<file path="config.mk">
export PLATFORM = sky130hd
export DESIGN_NAME = time_loader_rpt_flat
export DESIGN_NICKNAME = d
export VERILOG_FILES = /design/src/rtl/time_pkg.sv /design/src/rtl/time_loader_rpt_if.sv /design/src/rtl/press_repeat.sv /design/src/rtl/time_loader_rpt.sv /design/src/flat_wrapper.sv
export SDC_FILE = /design/constraint.sdc
export NUM_CORES = 1
export LEC_CHECK = 0
export CELL_PAD_IN_SITES_DETAIL_PLACEMENT = 1
export CELL_PAD_IN_SITES_GLOBAL_PLACEMENT = 1
export CORE_MARGIN = 2
export CORE_UTILIZATION = 35
export DETAILED_ROUTE_END_ITERATION = 16
export GPL_ROUTABILITY_DRIVEN = 0
export HOLD_SLACK_MARGIN = 0.15
export PLACE_DENSITY = 0.74
export SYNTH_ARGS = -nofsm -noshare
export SYNTH_HDL_FRONTEND = slang
export SYNTH_HIERARCHICAL = 1
export SYNTH_SLANG_ARGS = --single-unit
</file>
<file path="constraint.sdc">
create_clock -name clock -period 3.7 [get_ports clock]
set_input_delay 0.74 -clock clock [delete_from_list [all_inputs] [get_ports clock]]
set_output_delay 0.74 -clock clock [all_outputs]
set_load 0.03 [all_outputs]
</file>
<file path="src/rtl/time_pkg.sv">
// Shared types and defaults for the time-setting loader.
// Field wrap limits, field select and press FSM encodings.
package time_pkg;

  localparam int HOUR_MAX_DEF = 23;
  localparam int MIN_MAX_DEF  = 59;

  typedef enum logic [1:0] {
    F_NONE,
    F_HOUR,
    F_MIN,
    F_SEC
  } field_t;

  typedef enum logic [1:0] {
    IDLE,
    FIRST,
    REPEAT,
    LOCK
  } state_t;

  function automatic logic [5:0] wrap_step(
    input logic [5:0] v,
    input logic [5:0] max,
    input logic       dn
  );
    if (dn) return (v == 6'd0) ? max : v - 6'd1;
    return (v == max) ? 6'd0 : v + 6'd1;
  endfunction

endpackage

</file>
<file path="src/rtl/time_loader_rpt_if.sv">
// Button, preload and time-field bundle of the loader.
// master drives buttons/preload, slave owns the fields.
interface time_loader_rpt_if;

  logic       enable;
  logic       down;
  logic       hour;
  logic       minute;
  logic       second;
  logic       load;
  logic [4:0] load_hour;
  logic [5:0] load_min;
  logic [5:0] load_sec;
  logic       mode_12h;
  logic [4:0] hour_count;
  logic [5:0] min_count;
  logic [5:0] sec_count;
  logic [4:0] disp_hour;
  logic       pm;
  logic       changed;

  modport master (
    output enable, down, hour, minute, second,
    output load, load_hour, load_min, load_sec,
    output mode_12h,
    input  hour_count, min_count, sec_count,
    input  disp_hour, pm, changed
  );

  modport slave (
    input  enable, down, hour, minute, second,
    input  load, load_hour, load_min, load_sec,
    input  mode_12h,
    output hour_count, min_count, sec_count,
    output disp_hour, pm, changed
  );

endinterface

</file>
<file path="src/rtl/press_repeat.sv">
// Single-button press/hold/auto-repeat timer.
// step_pulse is decided on the edge that samples the press.
module press_repeat
  import time_pkg::*;
#(
  parameter logic [15:0] HOLD_CYCLES   = 16'd50000,
  parameter logic [15:0] REPEAT_CYCLES = 16'd10000
) (
  input  logic   clock,
  input  logic   reset_n,
  input  logic   enable,
  input  logic   multi,
  input  field_t field,
  output logic   step_pulse,
  output logic   lock
);

  localparam int TMAX = int'((HOLD_CYCLES > REPEAT_CYCLES)
                             ? HOLD_CYCLES : REPEAT_CYCLES);
  localparam int TW = $clog2(TMAX + 1);
  localparam logic [TW-1:0] T_HOLD = TW'(HOLD_CYCLES);
  localparam logic [TW-1:0] T_REP  = TW'(REPEAT_CYCLES);
  localparam logic [TW-1:0] T_ONE  = TW'(1);

  state_t        state;
  field_t        cur;
  logic [TW-1:0] timer;
  logic [TW-1:0] timer_inc;
  logic          held;

  assign held      = enable && !multi && (field == cur);
  assign timer_inc = (&timer) ? timer : timer + T_ONE;
  assign lock      = (state == LOCK);

  always_comb begin
    step_pulse = 1'b0;
    if (enable && !multi) begin
      unique case (state)
        IDLE:   step_pulse = (field != F_NONE);
        FIRST:  step_pulse = held && (timer == T_HOLD);
        REPEAT: step_pulse = held && (timer == T_REP);
        LOCK:   step_pulse = 1'b0;
      endcase
    end
  end

  // timer holds cycles seen since the last step of the held button
  always_ff @(posedge clock or negedge reset_n) begin
    if (!reset_n) begin
      state <= IDLE;
      cur   <= F_NONE;
      timer <= '0;
    end else if (!enable) begin
      state <= IDLE;
      cur   <= F_NONE;
      timer <= '0;
    end else if (multi) begin
      state <= LOCK;
      timer <= '0;
    end else begin
      unique case (state)
        IDLE: begin
          if (field != F_NONE) begin
            state <= FIRST;
            cur   <= field;
            timer <= T_ONE;
          end
        end
        FIRST, REPEAT: begin
          if (field == F_NONE) begin
            state <= IDLE;
            timer <= '0;
          end else if (field != cur) begin
            state <= LOCK;
            timer <= '0;
          end else if (step_pulse) begin
            state <= REPEAT;
            timer <= T_ONE;
          end else begin
            timer <= timer_inc;
          end
        end
        LOCK: begin
          if (field == F_NONE) state <= IDLE;
        end
      endcase
    end
  end

endmodule

</file>
<file path="src/rtl/time_loader_rpt.sv">
// Hour/minute/second setting loader with hold-to-repeat,
// parallel preload and a 12/24-hour display view.
module time_loader_rpt
  import time_pkg::*;
#(
  parameter logic [15:0] HOLD_CYCLES   = 16'd50000,
  parameter logic [15:0] REPEAT_CYCLES = 16'd10000,
  parameter int          HOUR_MAX      = HOUR_MAX_DEF,
  parameter int          MIN_MAX       = MIN_MAX_DEF
) (
  input logic          clock,
  input logic          reset_n,
  time_loader_rpt_if.slave bus
);

  localparam logic [4:0] H_MAX = 5'(HOUR_MAX);
  localparam logic [5:0] M_MAX = 6'(MIN_MAX);

  field_t     field;
  logic       multi;
  logic       step;
  logic       lock;
  logic       step_ok;
  logic [4:0] hour_q;
  logic [5:0] min_q;
  logic [5:0] sec_q;
  logic [4:0] disp;

  always_comb begin
    field = F_NONE;
    multi = 1'b0;
    if (bus.enable) begin
      case ({bus.hour, bus.minute, bus.second})
        3'b100:  field = F_HOUR;
        3'b010:  field = F_MIN;
        3'b001:  field = F_SEC;
        3'b000:  field = F_NONE;
        default: multi = 1'b1;
      endcase
    end
  end

  press_repeat #(
    .HOLD_CYCLES   (HOLD_CYCLES),
    .REPEAT_CYCLES (REPEAT_CYCLES)
  ) u_press (
    .clock      (clock),
    .reset_n    (reset_n),
    .enable     (bus.enable),
    .multi      (multi),
    .field      (field),
    .step_pulse (step),
    .lock       (lock)
  );

  assign step_ok = step && !lock;

  // preload wins over a same-edge step
  always_ff @(posedge clock or negedge reset_n) begin
    if (!reset_n) begin
      hour_q  <= '0;
      min_q   <= '0;
      sec_q   <= '0;
      bus.changed <= 1'b0;
    end else begin
      bus.changed <= bus.load || step_ok;
      if (bus.load) begin
        hour_q <= (bus.load_hour > H_MAX) ? H_MAX : bus.load_hour;
        min_q  <= (bus.load_min > M_MAX) ? M_MAX : bus.load_min;
        sec_q  <= (bus.load_sec > M_MAX) ? M_MAX : bus.load_sec;
      end else if (step_ok) begin
        case (field)
          F_HOUR: hour_q <= 5'(wrap_step({1'b0, hour_q},
                                         {1'b0, H_MAX}, bus.down));
          F_MIN:  min_q  <= wrap_step(min_q, M_MAX, bus.down);
          F_SEC:  sec_q  <= wrap_step(sec_q, M_MAX, bus.down);
          default: ;
        endcase
      end
    end
  end

  always_comb begin
    disp = hour_q;
    if (bus.mode_12h) begin
      if (hour_q == 5'd0)       disp = 5'd12;
      else if (hour_q > 5'd12)  disp = hour_q - 5'd12;
    end
  end

  assign bus.hour_count = hour_q;
  assign bus.min_count  = min_q;
  assign bus.sec_count  = sec_q;
  assign bus.disp_hour  = disp;
  assign bus.pm         = (hour_q >= 5'd12);

endmodule

</file>
<file path="src/flat_wrapper.sv">
// flat-port wrapper written by rule: the top's interface ports become plain ports
module time_loader_rpt_flat import time_pkg::*;
#(
  parameter logic [15:0] HOLD_CYCLES   = 16'd50000,
  parameter logic [15:0] REPEAT_CYCLES = 16'd10000,
  parameter int          HOUR_MAX      = HOUR_MAX_DEF,
  parameter int          MIN_MAX       = MIN_MAX_DEF
)
  (clock, reset_n, bus_enable, bus_down, bus_hour, bus_minute, bus_second, bus_load, bus_load_hour, bus_load_min, bus_load_sec, bus_mode_12h, bus_hour_count, bus_min_count, bus_sec_count, bus_disp_hour, bus_pm, bus_changed);
  time_loader_rpt_if bus_i ();
  input logic clock;
  input logic reset_n;
  input wire logic [$bits(bus_i.enable)-1:0] bus_enable;
  input wire logic [$bits(bus_i.down)-1:0] bus_down;
  input wire logic [$bits(bus_i.hour)-1:0] bus_hour;
  input wire logic [$bits(bus_i.minute)-1:0] bus_minute;
  input wire logic [$bits(bus_i.second)-1:0] bus_second;
  input wire logic [$bits(bus_i.load)-1:0] bus_load;
  input wire logic [$bits(bus_i.load_hour)-1:0] bus_load_hour;
  input wire logic [$bits(bus_i.load_min)-1:0] bus_load_min;
  input wire logic [$bits(bus_i.load_sec)-1:0] bus_load_sec;
  input wire logic [$bits(bus_i.mode_12h)-1:0] bus_mode_12h;
  output wire logic [$bits(bus_i.hour_count)-1:0] bus_hour_count;
  output wire logic [$bits(bus_i.min_count)-1:0] bus_min_count;
  output wire logic [$bits(bus_i.sec_count)-1:0] bus_sec_count;
  output wire logic [$bits(bus_i.disp_hour)-1:0] bus_disp_hour;
  output wire logic [$bits(bus_i.pm)-1:0] bus_pm;
  output wire logic [$bits(bus_i.changed)-1:0] bus_changed;
  assign bus_i.enable = bus_enable;
  assign bus_i.down = bus_down;
  assign bus_i.hour = bus_hour;
  assign bus_i.minute = bus_minute;
  assign bus_i.second = bus_second;
  assign bus_i.load = bus_load;
  assign bus_i.load_hour = bus_load_hour;
  assign bus_i.load_min = bus_load_min;
  assign bus_i.load_sec = bus_load_sec;
  assign bus_i.mode_12h = bus_mode_12h;
  assign bus_hour_count = bus_i.hour_count;
  assign bus_min_count = bus_i.min_count;
  assign bus_sec_count = bus_i.sec_count;
  assign bus_disp_hour = bus_i.disp_hour;
  assign bus_pm = bus_i.pm;
  assign bus_changed = bus_i.changed;
  time_loader_rpt #(.HOLD_CYCLES(HOLD_CYCLES), .REPEAT_CYCLES(REPEAT_CYCLES), .HOUR_MAX(HOUR_MAX), .MIN_MAX(MIN_MAX)) u_core (.clock(clock), .reset_n(reset_n), .bus(bus_i));
endmodule
</file>
==> results of run 1 <==
## layer usage
metal	vias up	global-route usage, %
li1	1650	-
met1	1706	24.3
met2	50	36.7
met3	9	2.64
met4	0	3.95
met5	-	0
## cells in the final DEF, fill, tap and decap left out, types with 4 or more instances in the layout
| cell | count |
|---|---|
| and2_1 | 6 |
| inv_1 | 19 |
| a31oi_1 | 5 |
| nand2_1 | 35 |
| mux2i_1 | 9 |
| buf_4 | 16 |
| nand2b_1 | 5 |
| nand3_1 | 19 |
| a221o_1 | 4 |
| ha_1 | 17 |
| clkdlybuf4s50_1 | 48 |
| xor2_1 | 7 |
| dfrtp_1 | 38 |
| xnor2_1 | 6 |
| o21ai_0 | 28 |
| a21oi_1 | 29 |
| nor2b_1 | 5 |
| nor2_1 | 34 |
| nand4_1 | 17 |
| o31ai_1 | 4 |
| clkbuf_8 | 6 |
| nor3_1 | 11 |
| and3_1 | 11 |
## power by group
group          total, mW  leakage (nW)  internal [mW]  switching (mW)
Combinational      0.463          1.14          0.203           0.260
Clock              0.452        0.0714          0.288           0.164
Sequential         0.502         0.486          0.442          0.0597
Total               1.42          1.70          0.933           0.484
## worst reg2reg max path, cell delays in order (launching register included)
cell and delay (ns):
dfrtp_1 0.36, inv_1 0.07, ha_1 0.25, or4b_2 0.66
mux2i_4 0.21, nand3_1 0.11, a21oi_1 0.23, nor3b_2 0.24
buf_4 0.15, nand4b_2 0.18, a311oi_1 0.30, a221oi_1 0.08
mux2i_1 0.16
## worst max-delay path by stage
stage | from | end | slack [ns] | cells past startpoint
CTS | u_core/bus.hour_count[0] | bus_disp_hour[3] | 0.33 | 7
global placement | bus_second | u_core/bus.min_count[4] | 0.23 | 12
detailed placement | bus_second | u_core/bus.hour_count[0] | 0.13 | 14
floorplan | bus_second | u_core/bus.min_count[4] | 0.73 | 10
finish | u_core/bus.hour_count[0] | bus_disp_hour[3] | 0.36 | 7
global route | u_core/bus.hour_count[0] | bus_disp_hour[3] | 0.16 | 7
## state kept, by name, summed over array words and instances, names as in the netlist
| register | count |
|---|---|
| u_core/bus.changed | 1 |
| u_core/u_press/cur | 2 |
| u_core/u_press/state | 2 |
| u_core/bus.sec_count | 6 |
| u_core/bus.min_count | 6 |
| u_core/bus.hour_count | 5 |
| u_core/u_press/timer | 16 |
## metrics by stage
step | utilization [%] | hold WS, ns | setup WS [ns]
3_5_place_dp | 42.3 | 0.544 | 0.126
5_1_grt | 43.8 | 0.582 | 0.157
2_1_floorplan | - | 0.444 | 0.728
3_3_place_gp | 42.3 | 0.523 | 0.231
4_1_cts | 43.8 | 0.556 | 0.326
6_report | 43.8 | 0.546 | 0.357
## cell families after synthesis
kind of cell | after synthesis | synth area share [%]
AOI/OAI and AO/OA | 120 | 23.6
buffers and inverters | 43 | 6.28
DFF | 38 | 27.7
adders and majority gates | 17 | 6.20
muxes | 14 | 4.93
and+or+nand+nor | 172 | 27.9
xor gates and xnor gates | 13 | 3.32
## layout make-up
class	instances	area, um2	share of cell area [%]
Inverter	19	71.3	1.69
Multi-Input combinational cell	336	2260	53.6
Timing Repair Buffer	66	626	14.8
Clock buffer	6	82.6	1.96
Tap cell	133	166	3.94
Sequential cell	38	951	22.5
Clock inverter	2	60.1	1.42
==> out/results.tsv, run 1 <==
metric	value	unit
grt_pass1_vias	3528	
setup_viol	0	
port-buffer-count	49	
clock_sinks	38	
drt_first_pass_iters	4	
clock_path_buffers	2	
synthArstFlopShare	100	%
cts_setup_buffers	0	
grt_first_pass_wirelength	16.8	mm
cap_violations	0	
period_share	90.4	%
cp-end-kind	primary output	
antenna_found_initial	0	
wl_per_cell	17.0	um
peakVddDrop	200	uV
ys_types	77	
power_leakage	1.70	nW
wl_met3	269	um
yosysTopAreaCellShare	27.7	%
crit_family	buffers and inverters	
fmax	0.299	GHz
io_pins	50	
hold_buffers	0	
path_clk_slew	0.09	ns
synth_top_area_cell	dfrtp_1	
total_power	1.42	mW
yosysSeqAreaShare	27.7	%
synth_most_common_cell	dfrtp_1	
area_growth	23.1	%
ys_top_cells_by_count	38 x dfrtp_1, 35 x nand2_1, 34 x nor2_1	
critPathMostFrequentCell	o21ai_0	
r2r_cells	12	
routed_wl	10.2	mm
grt_max_degree	39	
p_per_area	336	nW/um2
worstPathRequired	2.96	ns
dr_wl_met2	5.28	mm
die_h	103	um
viasPerCell	5.69	
die_area	10600	um2
tritoncts	built	
start_util	35.6	%
crit_chain	inv_1, ha_1, a21oi_1, o21ai_0, nor2_1, o21ai_0, clkdlybuf4s50_1	
drt-met1-wl	4.57	mm
synth_seq_cells	38	
worstHoldStart	u_core/u_press/timer[3]	
rows	36	
antenna_cells	0	
via_count	3415	
placed_cells	592	
grt_usage	19.7	%
cp_data_arrival_time	2.60	ns
synth_nets	460	
rsz0062_at_grt	no	
layout.nets	509	
dpl_cell_area	4080	um2
dp_hpwl	7.55	mm
rr_startpoint	u_core/u_press/state[0]	
cts_htree_levels	2	
r2r_setup_slack	0.65	ns
r2r_end	u_core/bus.hour_count[0]	
yosysWarnings	6	
max-slew-margin-rel	36.1	%
critical_path_class	flop to primary output	
fp.dieW	103	um
clkLatencyLatePin	0.30	ns
final.fill_count	1174	
syn-cell-area	3430	um2
worstMarginPinSlew	0.958	ns
synth_edf_count	0	
period_minus_slack	3.34	ns
drcViolationCount	0	
core_area	9640	um2
final.setup.tns	0	ns
fin_area	4220	um2
dr.first_iter.drc_count	98	
start_kind	flop	
clockRootBuffer	clkbuf_8	
ctsResizeCount	0	
status	complete, no violations	
min_path_type	flop to flop	
cp_max_fo	8	
critPathBufInv	2	
slew_viol_final	0	
overflow	0	
synthFlopType	dfrtp_1	
crit_path_max_incr_delay	0.69	ns
fin_skew	0.0159	ns
detail-route-antenna-nets	0	
hold_viol_final	0	
top_layer_used	met4	
syn-instance-count	417	
synth.area.top_cells	dfrtp_1 28%, ha_1 6.2%, a21oi_1 4.2%	
cts_buffers	5	
drive_gt1_share	9.64	%
holdPathStages	1	
syn_avg_cell_area	8.22	um2
hold_end	u_core/u_press/timer[3]	
fin_cells	600	
cp_slowest_cell	clkdlybuf4s50_1	
Note: power is estimated with default switching activity, not from simulation.
==> run 2, diff against run 1 <==
--- a/config.mk
+++ b/config.mk
@@ -12,7 +12,7 @@
 export DETAILED_ROUTE_END_ITERATION = 16
 export GPL_ROUTABILITY_DRIVEN = 0
 export HOLD_SLACK_MARGIN = 0.15
-export PLACE_DENSITY = 0.74
+export PLACE_DENSITY = 0.77
 export SYNTH_ARGS = -nofsm -noshare
 export SYNTH_HDL_FRONTEND = slang
 export SYNTH_HIERARCHICAL = 1
==> constraint.sdc (replaced) <==
create_clock -name clock -period 2.95 [get_ports clock]
set_input_delay 0.59 -clock clock [delete_from_list [all_inputs] [get_ports clock]]
set_output_delay 0.59 -clock clock [all_outputs]
set_load 0.03 [all_outputs]
==> run 2 against run 1 <==
  * Count of clock-buffer cells in the layout rose by 2
  * Die area did not move
  * Clock power fell by 4.9%
  * Critical endpoint unchanged
  * Largest power group is now combinational logic
  * Highest routed layer unchanged
==> out/results.tsv, run 2 (same netlist as run 1, synthesis figures left out) <==
metric	value	unit	change
cap_violations	0		unchanged
cts_htree_levels	2		unchanged
grt_max_degree	39		unchanged
fin_skew	0.00595	ns	was 0.0159 ns
dp_hpwl	8.13	mm	was 7.55 mm
crit_start	u_core/bus.hour_count[0]		unchanged
die_area	10600	um2	unchanged
detail-route-antenna-nets	0		unchanged
clockRootBuffer	clkbuf_8		unchanged
drive_gt1_share	16.3	%	was 9.64%
hold_viol_final	0		unchanged
final.setup.tns	0	ns	unchanged
largest-register	u_core/u_press/timer		unchanged
setup_viol	0		unchanged
cts_buffers	5		unchanged
antenna_found_initial	0		unchanged
port-buffer-count	49		unchanged
switchingPower	616	uW	was 484 uW
fmax	0.362	GHz	
cp_slowest_cell	dlygate4sd2_1		was clkdlybuf4s50_1
clock_sinks	38		unchanged
drcViolationCount	0		unchanged
crit_path_max_incr_delay	0.42	ns	was 0.69 ns
cp_max_fo	6		was 8
use_met1	26.4	%	was 24.3%
grt_pass1_vias	3834		was 3528
clkLatencyLatePin	0.31	ns	was 0.30 ns
worstMarginPinSlew	0.928	ns	was 0.958 ns
overflow	0		unchanged
placed_cells	621		was 592
layout.nets	538		was 509
period_share	93.6	%	
cp-end-kind	primary output		unchanged
area_growth	30.5	%	was 23.1%
start_kind	flop		unchanged
slew_viol_final	0		unchanged
period_minus_slack	2.76	ns	
critPathMostFrequentCell	o21ai_0		unchanged
path_clk_slew	0.08	ns	was 0.09 ns
hold_buffers	0		unchanged
p_seq_share	36.4	%	was 35.4%
fin_util	46.4	%	was 43.8%
status	complete, no violations		unchanged
core_area	9640	um2	unchanged
tritoncts	built		unchanged
intPower	1.08	mW	was 933 uW
switching_share	36.4	%	was 34.1%
top_usage_layer	met2		unchanged
fp.dieW	103	um	unchanged
start_util	35.6	%	unchanged
rows	36		unchanged
power_frac_clock	25.4	%	was 31.9%
viasPerCell	5.71		was 5.69
routed_wl	10.9	mm	was 10.2 mm
comb_power_share	38.1	%	was 32.7%
via_count	3593		was 3415
max-slew-margin-rel	38.1	%	was 36.1%
use_met2	38.0	%	was 36.7%
cp_data_arrival_time	2.17	ns	was 2.60 ns
peakVddDrop	182	uV	was 200 uV
fin_area	4480	um2	was 4220 um2
largest_reg_flops	16		unchanged
rr_startpoint	u_core/u_press/timer[1]		was u_core/u_press/state[0]
grt_first_pass_wirelength	18.2	mm	was 16.8 mm
clock_path_buffers	2		unchanged
layout_common_cells	44 x buf_4, 41 x clkdlybuf4s50_1, 38 x dfrtp_1		was 48 x clkdlybuf4s50_1, 38 x dfrtp_1, 35 x nand2_1
wl_per_cell	17.3	um	was 17.0 um
met3_usage	2.64	%	unchanged
worstPathRequired	2.36	ns	was 2.96 ns
crit_chain	inv_1, ha_1, a21oi_1, o21ai_0, nor2_1, o21ai_0, dlygate4sd2_1		was inv_1, ha_1, a21oi_1, o21ai_0, nor2_1, o21ai_0, clkdlybuf4s50_1
die_h	103	um	unchanged
p_per_area	378	nW/um2	was 336 nW/um2
dpl_cell_area	4310	um2	was 4080 um2
grt_usage	21.4	%	was 19.7%
rsz0062_at_grt	no		unchanged
dr.first_iter.drc_count	91		was 98
r2r_cells	12		unchanged
min_path_type	primary input to asynchronous set/reset pin		was flop to flop
fin_cells	629		was 600
critical_path_class	flop to primary output		unchanged
drt_first_pass_iters	4		unchanged
io_pins	50		unchanged
final_common_cell	buf_4		was clkdlybuf4s50_1
antenna_cells	0		unchanged
power_leakage	1.89	nW	was 1.70 nW
## run 2: cell count changes in the layout (fill, tap and decap cells not counted), sizes merged
| cell | change |
|---|---|
| bufinv | -2 |
| clkdlybuf4s50 | -7 |
| dlymetal6s2s | +4 |
| dlygate4sd2 | +3 |
| clkbuf | +2 |
| buf | +29 |
## run 2: path summary, 6_finish.rpt
kind                                            end  slack (ns)
hold reg to reg             u_core/u_press/timer[2]        0.55
setup / recovery                   bus_disp_hour[3]        0.19
min in group clock          u_core/u_press/timer[2]        0.55
max in group asynchronous        u_core/bus.changed        1.95
hold / removal              u_core/u_press/timer[4]        0.42
setup reg to reg           u_core/bus.hour_count[0]        0.20
## run 2: critical path, delay by kind of cell, from the launching register on
family                     cells  cell delay, ns
buffers and inverters          2            0.58
AOI/OAI and AO/OA              3            0.53
DFF                            1            0.39
adders and majority gates      1            0.30
and+or+nand+nor                1            0.07
## run 2: power groups by stage
stage	combinational [mW]	sequential [mW]	clock, mW
2_1_floorplan	0.346	0.645	0
3_3_place_gp	0.620	0.622	0
3_5_place_dp	0.639	0.626	0
4_1_cts	0.644	0.616	0.442
5_1_grt	0.707	0.623	0.468
6_report	0.645	0.616	0.430
## run 2: per-layer routing
metal,vias to the layer above,part of all wire [%]
met5,-,0
met4,0,2.2
met3,19,2.5
met2,59,51
met1,1805,44
li1,1710,-
## run 2: final cells by class
class	count	area (um2)
Inverter	19	71.3
Timing Repair Buffer	95	862
Sequential cell	38	951
Fill cell	1208	5160
Clock buffer	8	110
Multi-Input combinational cell	336	2310
Tap cell	133	166
## run 2: through the flow
| stage | worst slack, ns | hold slack, ns | power, mW |
|---|---|---|---|
| 3_3_place_gp | -0.255 | 0.526 | 1.24 |
| 4_1_cts | 0.000706 | 0.457 | 1.70 |
| 3_5_place_dp | -0.452 | 0.535 | 1.26 |
| 5_1_grt | 0.0330 | 0.491 | 1.80 |
| 6_report | 0.188 | 0.423 | 1.69 |
| 2_1_floorplan | 0.107 | 0.294 | 0.991 |
## run 2: repair_timing
action	in CTS	in global routing
gates resized for setup	10	8
pin swaps	0	4
setup endpoints to repair	17	21
setup buffers	0	0
==> run 3, diff against run 2 <==
--- a/config.mk
+++ b/config.mk
@@ -8,11 +8,13 @@
 export CELL_PAD_IN_SITES_DETAIL_PLACEMENT = 1
 export CELL_PAD_IN_SITES_GLOBAL_PLACEMENT = 1
 export CORE_MARGIN = 2
-export CORE_UTILIZATION = 35
+export CORE_UTILIZATION = 37
+export CTS_CLUSTER_SIZE = 14
 export DETAILED_ROUTE_END_ITERATION = 16
 export GPL_ROUTABILITY_DRIVEN = 0
 export HOLD_SLACK_MARGIN = 0.15
-export PLACE_DENSITY = 0.77
+export PLACE_DENSITY = 0.81
+export SLEW_MARGIN = 30
 export SYNTH_ARGS = -nofsm -noshare
 export SYNTH_HDL_FRONTEND = slang
 export SYNTH_HIERARCHICAL = 1
==> run 3 against run 2 <==
  * Register-to-register slack got worse by 0.12 ns
  * Count of clock-buffer cells in the layout fell by 2
  * Utilization rose by 2.6 points
  * Sequential share of layout area barely moved
  * Sequential cell count did not move
  * Critical endpoint is now u_core/bus.hour_count[4]
  * Largest power group unchanged
==> out/results.tsv, run 3 (same netlist as run 1, synthesis figures left out) <==
metric	value	unit	change
wl_per_cell	18.9	um	was 17.3 um
drcViolationCount	0		unchanged
dp_hpwl	8.01	mm	was 8.13 mm
layout.nets	539		was 538
clock_sinks	38		unchanged
period_minus_slack	2.87	ns	was 2.76 ns
fin_skew	0.0129	ns	was 0.00595 ns
peakVddDrop	163	uV	was 182 uV
cp_data_arrival_time	3.04	ns	was 2.17 ns
final_common_cell	buf_4		unchanged
routed_wl	11.5	mm	was 10.9 mm
detail-route-antenna-nets	0		unchanged
r2r_setup_slack	0.08	ns	was 0.20 ns
largest_reg_flops	16		unchanged
core_area	9110	um2	was 9640 um2
antenna_cells	0		unchanged
grt_first_pass_wirelength	18.3	mm	was 18.2 mm
cp-end-kind	flop		was primary output
setup_viol	0		unchanged
p_per_area	375	nW/um2	was 378 nW/um2
grt_pass1_vias	3756		was 3834
cts_htree_levels	2		unchanged
cap_violations	0		unchanged
hold_buffers	0		unchanged
clock_path_buffers	2		unchanged
clockRootBuffer	clkbuf_8		unchanged
wl_met3	385	um	was 276 um
antenna_found_initial	0		unchanged
port-buffer-count	49		unchanged
worstMarginPinSlew	0.530	ns	was 0.928 ns
clkLatencyLatePin	0.30	ns	was 0.31 ns
die_h	100	um	was 103 um
dr.first_iter.drc_count	181		was 91
fp.dieW	100	um	was 103 um
drt_first_pass_iters	5		was 4
area_growth	30.4	%	was 30.5%
r2r_end	u_core/bus.hour_count[4]		was u_core/bus.hour_count[0]
worstPathRequired	3.12	ns	was 2.36 ns
grt_max_degree	39		unchanged
dpl_cell_area	4230	um2	was 4310 um2
via_count	3614		was 3593
largest-register	u_core/u_press/timer		unchanged
r2r_cells	12		unchanged
final.setup.tns	0	ns	unchanged
fmax	0.348	GHz	was 0.362 GHz
overflow	0		unchanged
start_kind	flop		unchanged
max-slew-margin-rel	64.6	%	was 38.1%
status	complete, no violations		unchanged
start_util	37.6	%	was 35.6%
viasPerCell	5.94		was 5.71
path_clk_slew	0.08	ns	about the same
cts_buffers	5		unchanged
grt_usage	22.4	%	was 21.4%
fin_area	4470	um2	was 4480 um2
critical_path_class	flop to flop		was flop to primary output
die_area	10100	um2	was 10600 um2
min_path_type	primary input to asynchronous set/reset pin		unchanged
hold_viol_final	0		unchanged
cp_max_fo	3		was 6
io_pins	50		unchanged
tritoncts	built		unchanged
rr_startpoint	u_core/u_press/timer[1]		unchanged
drt-met1-wl	4.91	mm	was 4.84 mm
rows	35		was 36
power_leakage	1.87	nW	was 1.89 nW
layout_common_cells	46 x buf_4, 41 x clkdlybuf4s50_1, 38 x dfrtp_1		was 44 x buf_4, 41 x clkdlybuf4s50_1, 38 x dfrtp_1
slew_viol_final	0		unchanged
top_layer_used	met4		unchanged
dr_wl_met2	6.02	mm	was 5.54 mm
rsz0062_at_grt	yes		was no
period_share	97.4	%	was 93.6%
drive_gt1_share	18.5	%	was 16.3%
==> run 3: cell types whose count changed in the layout (fill, tap and decap cells not counted), sizes merged <==
cell and delta:
clkinvlp +1, dlymetal6s2s -2, dlygate4sd2 +2, buf +1
clkinv +1, clkbuf -2
==> run 3: power by group <==
group          total, mW  internal [mW]  switching (mW)
logic              0.670          0.290           0.380
clock network      0.391          0.188           0.203
registers          0.616          0.554          0.0619
total               1.68           1.03           0.645
==> run 3: final cells by class <==
| cell class | instances | area, um2 |
|---|---|---|
| inverters | 19 | 71.3 |
| repair buffers | 96 | 847 |
| flip-flops and latches | 38 | 951 |
| clock buffers | 6 | 82.6 |
| clock inverters | 2 | 12.5 |
| multi-input cells | 336 | 2370 |
| fillers | 1082 | 4640 |
| well taps | 111 | 139 |
==> run 3: how the worst max path moves through the flow <==
stage                     depth (start not counted)                       end  slack, ns               startpoint
after floorplan                                  10   u_core/bus.min_count[4]       0.11  u_core/u_press/state[0]
after global placement                           11   u_core/bus.min_count[4]      -0.26               bus_second
after detailed placement                         13  u_core/bus.hour_count[1]      -0.55               bus_second
after CTS                                        13  u_core/bus.hour_count[1]      0.004                 bus_hour
after global routing                             12  u_core/bus.hour_count[4]      -0.04  u_core/u_press/timer[1]
final                                            12  u_core/bus.hour_count[4]       0.08  u_core/u_press/timer[1]
==> run 3: through the flow <==
step	instances	hold slack, ns	setup WS [ns]	utilization (%)	power [mW]
after global routing	608	0.294	-0.0417	49.1	1.77
after CTS	605	0.455	0.00425	47.9	1.66
after floorplan	417	0.294	0.107	-	0.991
after global placement	596	0.526	-0.262	46.5	1.23
after detailed placement	596	0.529	-0.555	46.5	1.26
final	608	0.259	0.0756	49.1	1.68
==> run 3: routing by layer <==
metal  GRT usage, %  vias up
met1           27.4     1807
met5              0        -
met3           3.20       13
li1               -     1711
met4           6.32        0
met2           41.0       83
==> run 3: worst max-delay path: stages, from the launching register on <==
cell	delay, ns
dfrtp_1	0.40
inv_2	0.07
ha_1	0.14
or4b_4	0.47
nor4_4	0.33
nand3_2	0.12
a21oi_2	0.20
nor3b_4	0.24
buf_6	0.15
and4b_1	0.25
a21oi_1	0.10
a31oi_1	0.17
o21ai_0	0.10
==> run 3: timing repair <==
action,4_1_cts,5_1_grt
setup buffers,1,3
pin swaps,2,11
gates resized for setup,12,23
setup endpoints to repair,20,19
